$ cat src/rtl/race_pkg.sv
// Shared colours, lane FSM states and default track geometry for the race scene renderer.
// Pure declarations; no clocked logic, no latency, no flow control.
package race_pkg;

  localparam logic [2:0] COL_BLACK = 3'b000;
  localparam logic [2:0] COL_TRACK = 3'b111;
  localparam logic [2:0] COL_BG    = 3'b010;

  localparam int H_ACTIVE = 640;
  localparam int V_ACTIVE = 480;

  localparam int DEF_N_LANES     = 3;
  localparam int DEF_TRACK_X0    = 197;
  localparam int DEF_LANE_W      = 82;
  localparam int DEF_CAR_W       = 80;
  localparam int DEF_CAR_H       = 121;
  localparam int DEF_CAR_Y       = 357;
  localparam int DEF_BAR_W       = 30;
  localparam int DEF_BAR_H       = 64;
  localparam int DEF_SLIDE_STEP  = 4;
  localparam int DEF_SCROLL_STEP = 2;

  typedef enum logic [1:0] {
    IDLE    = 2'd0,
    SLIDE_L = 2'd1,
    SLIDE_R = 2'd2
  } lane_state_t;

  // The sprite ROMs store colour as {r,g,b}; the display wants {b,g,r}.
  function automatic logic [2:0] rom_pix(input logic [2:0] d);
    return {d[0], d[1], d[2]};
  endfunction

endpackage

$ cat src/rtl/lane_fsm.sv
// Lane-change FSM and car x position; updates only on frame_tick, requests ignored while sliding.
// Latency: state/car_x change on the edge where tick is high; no backpressure (level inputs).
module lane_fsm
  import race_pkg::*;
#(
  parameter int N_LANES    = DEF_N_LANES,
  parameter int TRACK_X0   = DEF_TRACK_X0,
  parameter int LANE_W     = DEF_LANE_W,
  parameter int SLIDE_STEP = DEF_SLIDE_STEP
) (
  input  logic                       clk,
  input  logic                       reset,
  input  logic                       tick,
  input  logic                       left,
  input  logic                       right,
  output logic [$clog2(N_LANES)-1:0] lane,
  output logic [9:0]                 car_x,
  output logic                       busy
);

  localparam int LW = $clog2(N_LANES);
  localparam logic [LW-1:0] CENTER   = LW'(N_LANES / 2);
  localparam logic [LW-1:0] MAX_LANE = LW'(N_LANES - 1);
  localparam logic [9:0]    STEP     = 10'(SLIDE_STEP);

  function automatic logic [9:0] lane_pos(input logic [LW-1:0] l);
    return 10'(TRACK_X0 + int'(l) * LANE_W);
  endfunction

  lane_state_t   state_q, state_d;
  logic [LW-1:0] lane_q, lane_d;
  logic [9:0]    car_x_q, car_x_d;
  logic [9:0]    target;

  always_comb begin
    state_d = state_q;
    lane_d  = lane_q;
    car_x_d = car_x_q;
    // lane_q already holds the destination once a slide has started
    target  = lane_pos(lane_q);
    if (tick) begin
      case (state_q)
        IDLE: begin
          if (left && !right && lane_q != '0) begin
            lane_d  = lane_q - LW'(1);
            state_d = SLIDE_L;
          end else if (right && !left && lane_q != MAX_LANE) begin
            lane_d  = lane_q + LW'(1);
            state_d = SLIDE_R;
          end
        end
        SLIDE_L: begin
          if (car_x_q - target <= STEP) begin
            car_x_d = target;
            state_d = IDLE;
          end else begin
            car_x_d = car_x_q - STEP;
          end
        end
        SLIDE_R: begin
          if (target - car_x_q <= STEP) begin
            car_x_d = target;
            state_d = IDLE;
          end else begin
            car_x_d = car_x_q + STEP;
          end
        end
        default: state_d = IDLE;
      endcase
    end
  end

  always_ff @(posedge clk) begin
    if (!reset) begin
      state_q <= IDLE;
      lane_q  <= CENTER;
      car_x_q <= lane_pos(CENTER);
    end else begin
      state_q <= state_d;
      lane_q  <= lane_d;
      car_x_q <= car_x_d;
    end
  end

  assign lane  = lane_q;
  assign car_x = car_x_q;
  assign busy  = (state_q != IDLE);

endmodule

$ cat src/rtl/race_scene_renderer.sv
// Renders track, boundary bars and car sprite for a VGA raster; drives sprite ROM addresses.
// Latency: pix_out is 2 cycles behind hcount/vcount; no backpressure, one pixel per clock.
module race_scene_renderer
  import race_pkg::*;
#(
  parameter int N_LANES     = DEF_N_LANES,
  parameter int TRACK_X0    = DEF_TRACK_X0,
  parameter int LANE_W      = DEF_LANE_W,
  parameter int CAR_W       = DEF_CAR_W,
  parameter int CAR_H       = DEF_CAR_H,
  parameter int CAR_Y       = DEF_CAR_Y,
  parameter int BAR_W       = DEF_BAR_W,
  parameter int BAR_H       = DEF_BAR_H,
  parameter int SLIDE_STEP  = DEF_SLIDE_STEP,
  parameter int SCROLL_STEP = DEF_SCROLL_STEP
) (
  input  logic                       clk,
  input  logic                       reset,
  input  logic                       left,
  input  logic                       right,
  input  logic                       scroll_en,
  input  logic [9:0]                 hcount,
  input  logic [9:0]                 vcount,
  output logic [13:0]                car_addr,
  input  logic [2:0]                 car_data,
  output logic [13:0]                bar_l_addr,
  output logic [13:0]                bar_r_addr,
  input  logic [2:0]                 bar_l_data,
  input  logic [2:0]                 bar_r_data,
  output logic [2:0]                 pix_out,
  output logic [$clog2(N_LANES)-1:0] lane,
  output logic                       busy
);

  localparam logic [10:0] TRK_L  = 11'(TRACK_X0);
  localparam logic [10:0] TRK_R  = 11'(TRACK_X0 + N_LANES * LANE_W);
  localparam logic [10:0] LBAR_L = 11'(TRACK_X0 - BAR_W);
  localparam logic [10:0] RBAR_R = 11'(TRACK_X0 + N_LANES * LANE_W + BAR_W);
  localparam logic [10:0] CAR_T  = 11'(CAR_Y);
  localparam logic [10:0] CAR_B  = 11'(CAR_Y + CAR_H);

  logic [9:0]  vcount_q, vcount_d;
  logic        frame_tick;
  logic [9:0]  scroll_off_q, scroll_off_d;
  logic [9:0]  car_x;

  logic        act_q, act_d;
  logic        car_q, car_d;
  logic        trk_q, trk_d;
  logic        lbar_q, lbar_d;
  logic        rbar_q, rbar_d;
  logic [13:0] car_addr_q, car_addr_d;
  logic [13:0] bar_l_addr_q, bar_l_addr_d;
  logic [13:0] bar_r_addr_q, bar_r_addr_d;
  logic [2:0]  pix_q, pix_d;

  logic [10:0] h11, v11, car_l, car_r, bar_row, scroll_sum;
  logic [2:0]  car_px;

  lane_fsm #(
    .N_LANES    (N_LANES),
    .TRACK_X0   (TRACK_X0),
    .LANE_W     (LANE_W),
    .SLIDE_STEP (SLIDE_STEP)
  ) u_lane (
    .clk   (clk),
    .reset (reset),
    .tick  (frame_tick),
    .left  (left),
    .right (right),
    .lane  (lane),
    .car_x (car_x),
    .busy  (busy)
  );

  // One tick per frame, on the first line of vertical blanking.
  assign frame_tick = (vcount == 10'(V_ACTIVE)) && (vcount_q != 10'(V_ACTIVE));

  always_comb begin
    vcount_d     = vcount;
    scroll_off_d = scroll_off_q;
    scroll_sum   = 11'(scroll_off_q) + 11'(SCROLL_STEP);
    if (frame_tick && scroll_en) begin
      scroll_off_d = (scroll_sum >= 11'(BAR_H)) ? 10'(scroll_sum - 11'(BAR_H))
                                                : 10'(scroll_sum);
    end
  end

  // Stage 1: region decode and ROM addresses, all derived from the raster position.
  always_comb begin
    h11     = {1'b0, hcount};
    v11     = {1'b0, vcount};
    car_l   = {1'b0, car_x};
    car_r   = car_l + 11'(CAR_W);
    bar_row = (v11 + 11'(scroll_off_q)) % 11'(BAR_H);

    act_d  = (h11 < 11'(H_ACTIVE)) && (v11 < 11'(V_ACTIVE));
    car_d  = (h11 >= car_l) && (h11 < car_r) && (v11 >= CAR_T) && (v11 < CAR_B);
    trk_d  = (h11 >= TRK_L) && (h11 < TRK_R);
    lbar_d = (h11 >= LBAR_L) && (h11 < TRK_L);
    rbar_d = (h11 >= TRK_R) && (h11 < RBAR_R);

    car_addr_d   = '0;
    bar_l_addr_d = '0;
    bar_r_addr_d = '0;
    if (car_d) begin
      car_addr_d = 14'(v11 - CAR_T) * 14'(CAR_W) + 14'(h11 - car_l);
    end
    if (lbar_d) begin
      bar_l_addr_d = 14'(bar_row) * 14'(BAR_W) + 14'(h11 - LBAR_L);
    end
    if (rbar_d) begin
      bar_r_addr_d = 14'(bar_row) * 14'(BAR_W) + 14'(h11 - TRK_R);
    end
  end

  // Stage 2: layer priority; a black car pixel lets the layer beneath show through.
  always_comb begin
    car_px = rom_pix(car_data);
    pix_d  = COL_BG;
    if (!act_q) begin
      pix_d = COL_BLACK;
    end else if (car_q && car_px != COL_BLACK) begin
      pix_d = car_px;
    end else if (trk_q) begin
      pix_d = COL_TRACK;
    end else if (lbar_q) begin
      pix_d = rom_pix(bar_l_data);
    end else if (rbar_q) begin
      pix_d = rom_pix(bar_r_data);
    end
  end

  always_ff @(posedge clk) begin
    if (!reset) begin
      vcount_q     <= '0;
      scroll_off_q <= '0;
      act_q        <= 1'b0;
      car_q        <= 1'b0;
      trk_q        <= 1'b0;
      lbar_q       <= 1'b0;
      rbar_q       <= 1'b0;
      car_addr_q   <= '0;
      bar_l_addr_q <= '0;
      bar_r_addr_q <= '0;
      pix_q        <= COL_BLACK;
    end else begin
      vcount_q     <= vcount_d;
      scroll_off_q <= scroll_off_d;
      act_q        <= act_d;
      car_q        <= car_d;
      trk_q        <= trk_d;
      lbar_q       <= lbar_d;
      rbar_q       <= rbar_d;
      car_addr_q   <= car_addr_d;
      bar_l_addr_q <= bar_l_addr_d;
      bar_r_addr_q <= bar_r_addr_d;
      pix_q        <= pix_d;
    end
  end

  assign car_addr   = car_addr_q;
  assign bar_l_addr = bar_l_addr_q;
  assign bar_r_addr = bar_r_addr_q;
  assign pix_out    = pix_q;

endmodule

$ cat config.mk
export PLATFORM = sky130hd
export DESIGN_NAME = race_scene_renderer
export DESIGN_NICKNAME = d
export VERILOG_FILES = /design/src/rtl/race_pkg.sv /design/src/rtl/lane_fsm.sv /design/src/rtl/race_scene_renderer.sv
export SDC_FILE = /design/constraint.sdc
export NUM_CORES = 1
export LEC_CHECK = 0
export ABC_AREA = 0
export CORE_AREA = 2 2 140 142
export CTS_BUF_LIST = sky130_fd_sc_hd__clkbuf_2 sky130_fd_sc_hd__clkbuf_4 sky130_fd_sc_hd__clkbuf_8
export CTS_CLUSTER_SIZE = 40
export DETAILED_ROUTE_END_ITERATION = 16
export DIE_AREA = 0 0 142 144
export DONT_BUFFER_PORTS = 1
export PLACE_DENSITY = 0.66
export SLEW_MARGIN = 20
export SYNTH_ARGS = -nofsm -noshare
export SYNTH_HDL_FRONTEND = slang
export SYNTH_HIERARCHICAL = 1
export SYNTH_SLANG_ARGS = --single-unit
$ cat constraint.sdc
create_clock -name clk -period 5.2 [get_ports clk]
set_input_delay 0.26 -clock clk [delete_from_list [all_inputs] [get_ports clk]]
set_output_delay 0.26 -clock clk [all_outputs]
set_load 0.02 [all_outputs]
# --- Word level (Yosys, flattened, before mapping) ---
# Cells that the tools add are included.
# W data, S select, Z words.
totals:
  register_bits: 84
  wordCells: 102
classes:
  add_sub_neg: 18
  mul: 3
  magnitude_cmp: 15
  n_eq_ne: 8
  mux: 15
  reduce_logical: 29
op_table:
  columns: ["op", "n"]
  rows:
  - ["$lt A10 B9 Y1 const B", 4]
  - ["$mux W10", 3]
  - ["$add A14 B14 Y14", 2]
  - ["$sub A10 B9 Y11 const B", 2]
  - ["$ge A10 B8 Y1 const B", 2]
  - ["$ge A10 B9 Y1 const B", 2]
  - ["$le A10 B3 Y1 const B", 2]
  - ["$pmux W10 S2", 1]
  - ["$sub A10 B10 Y10", 2]
  - ["$logic_and A1 B1 Y1", 14]
  - ["$mul A14 B3 Y10 const B", 1]
  - ["$add A12 B11 Y13", 1]
  - ["$mux W2", 6]
  - ["$mux W3", 4]
  - ["$add A10 B2 Y11 const B", 1]
  - ["$add A10 B7 Y11 const B", 1]
  - ["$ge A11 B7 Y1 const B", 1]
  - ["$lt A10 B11 Y1", 1]
  - ["$sub A10 B10 Y11", 1]
  - ["$sub A10 B8 Y11 const B", 1]
  - ["$add A10 B3 Y10 const B", 1]
  - ["$add A9 B10 Y10 const A", 1]
  - ["$eq A10 B9 Y1 const B", 1]
  - ["$ge A10 B10 Y1", 1]
  - ["23 further kinds", 32]

# --- Logic depth before layout (Yosys ltp) ---
depth:
  depth_word: 6
  ltp_mapped: 21

# --- Cells and area by module ---
# Netlist, hierarchy kept.
modules_own_cells:
  columns: ["module", "instances", "cells_per_inst", "area_per_inst_um2", "seq_area_each_um2"]
  rows:
  - ["race_scene_renderer", 1, 662, 5641.7, 1281.2]
  - ["lane_fsm", 1, 243, 1811.7, 280.3]

# --- Worst setup path before layout ---
# No wires, ideal clock.
synth_path:
  kind: "register -> register"
  start: "register scroll_off_q[2]"
  end: "register bar_r_addr_q[10] (netlist: bar_r_addr[10])"
  setup_ps: 128
  arrival_time_ps: 4794
  required_time_ps: 5072
  slack_ps: 278
  stages_incl_launch_ff: 22
  period_less_slack_ps: 4922
  path_cell_list: "dfxtp_1 > ha_1 > a21oi_1 > nor2b_1 > o21a_1 > nor2_1 > inv_1 > xnor2_1 > xnor2_1 > fa_1 > inv_1 > ha_1 > o21a_1 > o31a_1 > a21oi_1 > ha_1 > or4_1 > o22a_1 > maj3_2 > maj3_1 > xnor2_1 > nor2_1"
synth_via:
  elab_chain_len: 3
synth_lines:
  columns: ["item", "line", "text"]
  rows:
  - ["start, declared", "race_scene_renderer.sv:44", "logic [9:0] scroll_off_q, scroll_off_d;"]
  - ["start signal, assigned", "race_scene_renderer.sv:149", "scroll_off_q <= scroll_off_d;"]
  - ["$add A6 B6 Y6", "race_scene_renderer.sv:95", "bar_row = (v11 + 11'(scroll_off_q)) % 11'(BAR_H);"]
  - ["$mul A6 B4 Y10", "race_scene_renderer.sv:113", "bar_r_addr_d = 14'(bar_row) * 14'(BAR_W) + 14'(h11 - TRK_R);"]
  - ["$add A12 B11 Y13", "race_scene_renderer.sv:113", null]
  - ["end signal, assigned", "race_scene_renderer.sv:157", "bar_r_addr_q <= bar_r_addr_d;"]
  - ["end, declared", "race_scene_renderer.sv:54", "logic [13:0] bar_r_addr_q, bar_r_addr_d;"]
# Every way passes these cells.
# A chain may end at the register's enable or synchronous reset.

# --- Worst setup path after layout ---
# Same ends and word-level chain as after synthesis.

==> flow_summary.ini <==
[timing]
fin_tns_setup_ns = 0
max_slew_margin_pct = 44.0
rsz0062_at_grt = false
fin_hold_ws_ns = 0.0209
post_route_clock_skew_ns = 0.0161
slew_violations = 0
finalCritPeriodShare_pct = 94.9
worst_pin_slew_ns = 0.838
finalWorstPathRequiredPeriod_ns = 4.93
timing.fmax_mhz = 203
finalSetupViolCount = 0
final_hold_violation_count = 0

[cts]
cts_tree = built
cts.htree.levels = 3
cts_buffers = 9
ctsRootBufferMaster = sky130_fd_sc_hd__clkbuf_8
clock_insertion_delay_worst_skew_ns = 0.38
post_cts_buffers = 0
cts.sink_count = 78
cts.clk_slew.worst_paths_ns = 0.10
cts-root-to-sink-buffers = 2

[drt]
detail_route.first_pass.iterations = 5
wl_per_cell_um = 16.1
detailedRoute.firstIterationViolations = 462
dr_total_vias = 6350
final_ant_viol_nets = 0
drc = 0
overall_routed_net_length_mm = 18.4
drt-vias-per-instance = 5.54

[grt]
wire_length_of_the_first_global_routing_pass_mm = 30.1
initial_antenna_violation_count = 0
global_route.usage.met3_pct = 3.28
grt_most_used_layer = met2
via_count_of_the_first_global_routing_pass = 5918
gr-usage-met2_pct = 30.9
grt_max_degree = 20
grt_overflow = 0
track_usage_pct = 18.4
globalRouteMet1Util_pct = 24.4

[critical_path]
critPathMaxFanout = 5
kind_of_launch_point_of_the_worst_setup_path = register
r2r_start = scroll_off_q[2]
path_class = register to register
timing.reg2reg.setup_slack_ns = 0.27
worst_r2r_path_depth = 18
cp-end-kind = register
critical_path.reg2reg.endpoint = bar_r_addr[10]
endpoint_required_time_on_the_critical_path_ns = 5.44
critical_path_arrival_ns = 5.17

[synthesis]
count_of_mapped_cells_out_of_synthesis = 905
ys_dominant_reg_cell = sky130_fd_sc_hd__dfxtp_1
synth_enable_flop_cells = 0
synth.avg_cell_area_um2 = 8.24
mappedNetlistArea_um2 = 7450
synth.ff_latch_count = 78
synth_async_sr_flop_share_pct = 0
seq_area_frac_synth_pct = 21.0
yosysWarnings = 6
syn_nets = 1054
ys_types = 85

[die]
top_level_i_o_count = 82
fp.dieArea_um2 = 20400
initial_standard_cell_utilization_of_the_core_pct = 39.1
chipHeight_um = 144
die_width_um = 142
core.rowCount = 51
core_area_um2 = 19100

[final_layout]
layout-drive-gt1-share_pct = 6.06
mostFrequentLayoutCell = sky130_fd_sc_hd__ha_1
final_nets = 1052
finish.utilization_pct = 42.0
areaGrowthSynthToFinish_pct = 7.45
inserted_diodes = 0
most-common-layout-cells = sky130_fd_sc_hd__ha_1 (101), sky130_fd_sc_hd__dfxtp_1 (78), sky130_fd_sc_hd__inv_1 (76)

[hold_path]
class_of_the_tightest_hold_or_removal_check = primary input to register
min_to = u_lane/state_q[1]
hold_path_startpoint = reset
worst_hold_path.num_cells = 2

[place]
finalWeightedCongestion = 0.875
dp.final_hpwl_mm = 13.9
count_of_input_and_output_buffers = 0

[job]
max-cap-violations = 0

[power_and_ir_drop]
leakagePower_uw = 0.00341
peak_vdd_ir_uv = 148
power-per-cell-area_nw_per_um2 = 277
finalPower_uw = 2220

[run_status]
status = finished clean
[kinds of logic after synthesis]
kind of cell	after synthesis	share of synthesized area, %
multiplexers	7	0.957
adder cells (fa/ha/maj)	120	21.1
buffers and inverters	112	6.38
XOR/XNOR	83	10.0
AO/OA/AOI/OAI	241	22.8
flip-flops	78	21.0
AND/OR/NAND/NOR	264	17.8
[worst max-delay path by stage]
stage	startpoint	end	slack [ns]
floorplan	scroll_off_q[2]	bar_r_addr[10]	0.28
global placement	scroll_off_q[2]	bar_r_addr[10]	0.19
detailed placement	scroll_off_q[2]	bar_r_addr[10]	0.14
CTS	scroll_off_q[2]	bar_r_addr[10]	0.11
global route	scroll_off_q[2]	bar_r_addr[10]	0.01
finish	scroll_off_q[2]	bar_r_addr[10]	0.27
[report_power, final]
group	total, uW	internal (uW)	switching [uW]
logic	1100	508	590
registers	637	615	22.3
clock network	484	223	261
total	2220	1350	873
[synth_stat cells, types with 11 or more instances]
| master | number | area [um^2] |
|---|---|---|
| sky130_fd_sc_hd__a21o_1 | 14 | 105 |
| sky130_fd_sc_hd__a21oi_1 | 51 | 255 |
| sky130_fd_sc_hd__and2_1 | 20 | 125 |
| sky130_fd_sc_hd__clkbuf_1 | 15 | 56.3 |
| sky130_fd_sc_hd__dfxtp_1 | 78 | 1560 |
| sky130_fd_sc_hd__fa_1 | 11 | 220 |
| sky130_fd_sc_hd__ha_1 | 104 | 1300 |
| sky130_fd_sc_hd__inv_1 | 76 | 285 |
| sky130_fd_sc_hd__nand2_1 | 59 | 221 |
| sky130_fd_sc_hd__nand3_1 | 13 | 65.1 |
| sky130_fd_sc_hd__nor2_1 | 70 | 263 |
| sky130_fd_sc_hd__nor2b_1 | 21 | 131 |
| sky130_fd_sc_hd__nor3_1 | 23 | 115 |
| sky130_fd_sc_hd__o211ai_1 | 12 | 90.1 |
| sky130_fd_sc_hd__o21a_1 | 19 | 143 |
| sky130_fd_sc_hd__o21ai_0 | 45 | 225 |
| sky130_fd_sc_hd__o22ai_1 | 11 | 68.8 |
| sky130_fd_sc_hd__xnor2_1 | 57 | 499 |
| sky130_fd_sc_hd__xor2_1 | 24 | 210 |
[final cells by class]
cell class	count	area [um^2]
fill	1889	11100
multi-input combinational	715	5470
sequential	78	1560
inverter	81	305
tap	238	298
timing repair buffer	18	175
clock buffer	9	124
clock inverter	7	72.6
[state kept, by name (all words and copies together) (netlist names)]
signal	cells
car_addr	14
rbar_q	1
vcount_q	10
u_lane/state_q	2
act_q	1
u_lane/lane	2
bar_r_addr	13
scroll_off_q	5
u_lane/car_x	10
car_q	1
lbar_q	1
trk_q	1
bar_l_addr	14
pix_out	3
[metal layers]
metal	wire, um	vias up
met4	236	0
met1	8640	2972
met3	952	19
li1	-	3195
met5	0	-
met2	8590	164
[metrics by stage]
step                      cell area (um^2)  std cells  setup WS [ns]
after floorplan                       7450        905          0.278
after global placement                7600       1114          0.188
after detailed placement              7600       1114          0.140
after CTS                             7950       1146          0.107
after global routing                  8010       1146         0.0148
final                                 8010       1146          0.266
[what timing repair did]
| action | 4_1_cts | 5_1_grt |
|---|---|---|
| endpoints found under the hold margin | 25 | 0 |
| gates resized for setup | 0 | 8 |
| hold buffers | 16 | 0 |
| setup endpoints to repair | 0 | 2 |
[worst max-delay path, cell delays in order (launching register included)]
cell	delay, ns
sky130_fd_sc_hd__dfxtp_1	0.43
sky130_fd_sc_hd__ha_4	0.25
sky130_fd_sc_hd__xor2_2	0.16
sky130_fd_sc_hd__inv_1	0.07
sky130_fd_sc_hd__fa_1	0.50
sky130_fd_sc_hd__inv_1	0.06
sky130_fd_sc_hd__fa_1	0.50
sky130_fd_sc_hd__inv_1	0.06
sky130_fd_sc_hd__fa_1	0.43
sky130_fd_sc_hd__nor2b_1	0.17
sky130_fd_sc_hd__o31a_1	0.19
sky130_fd_sc_hd__a21oi_1	0.09
sky130_fd_sc_hd__ha_2	0.23
sky130_fd_sc_hd__or4_1	0.53
sky130_fd_sc_hd__o22a_1	0.23
sky130_fd_sc_hd__maj3_2	0.33
sky130_fd_sc_hd__maj3_1	0.37
sky130_fd_sc_hd__xnor2_1	0.14
sky130_fd_sc_hd__nor2_1	0.05
(Power assumes the default switching activity.)
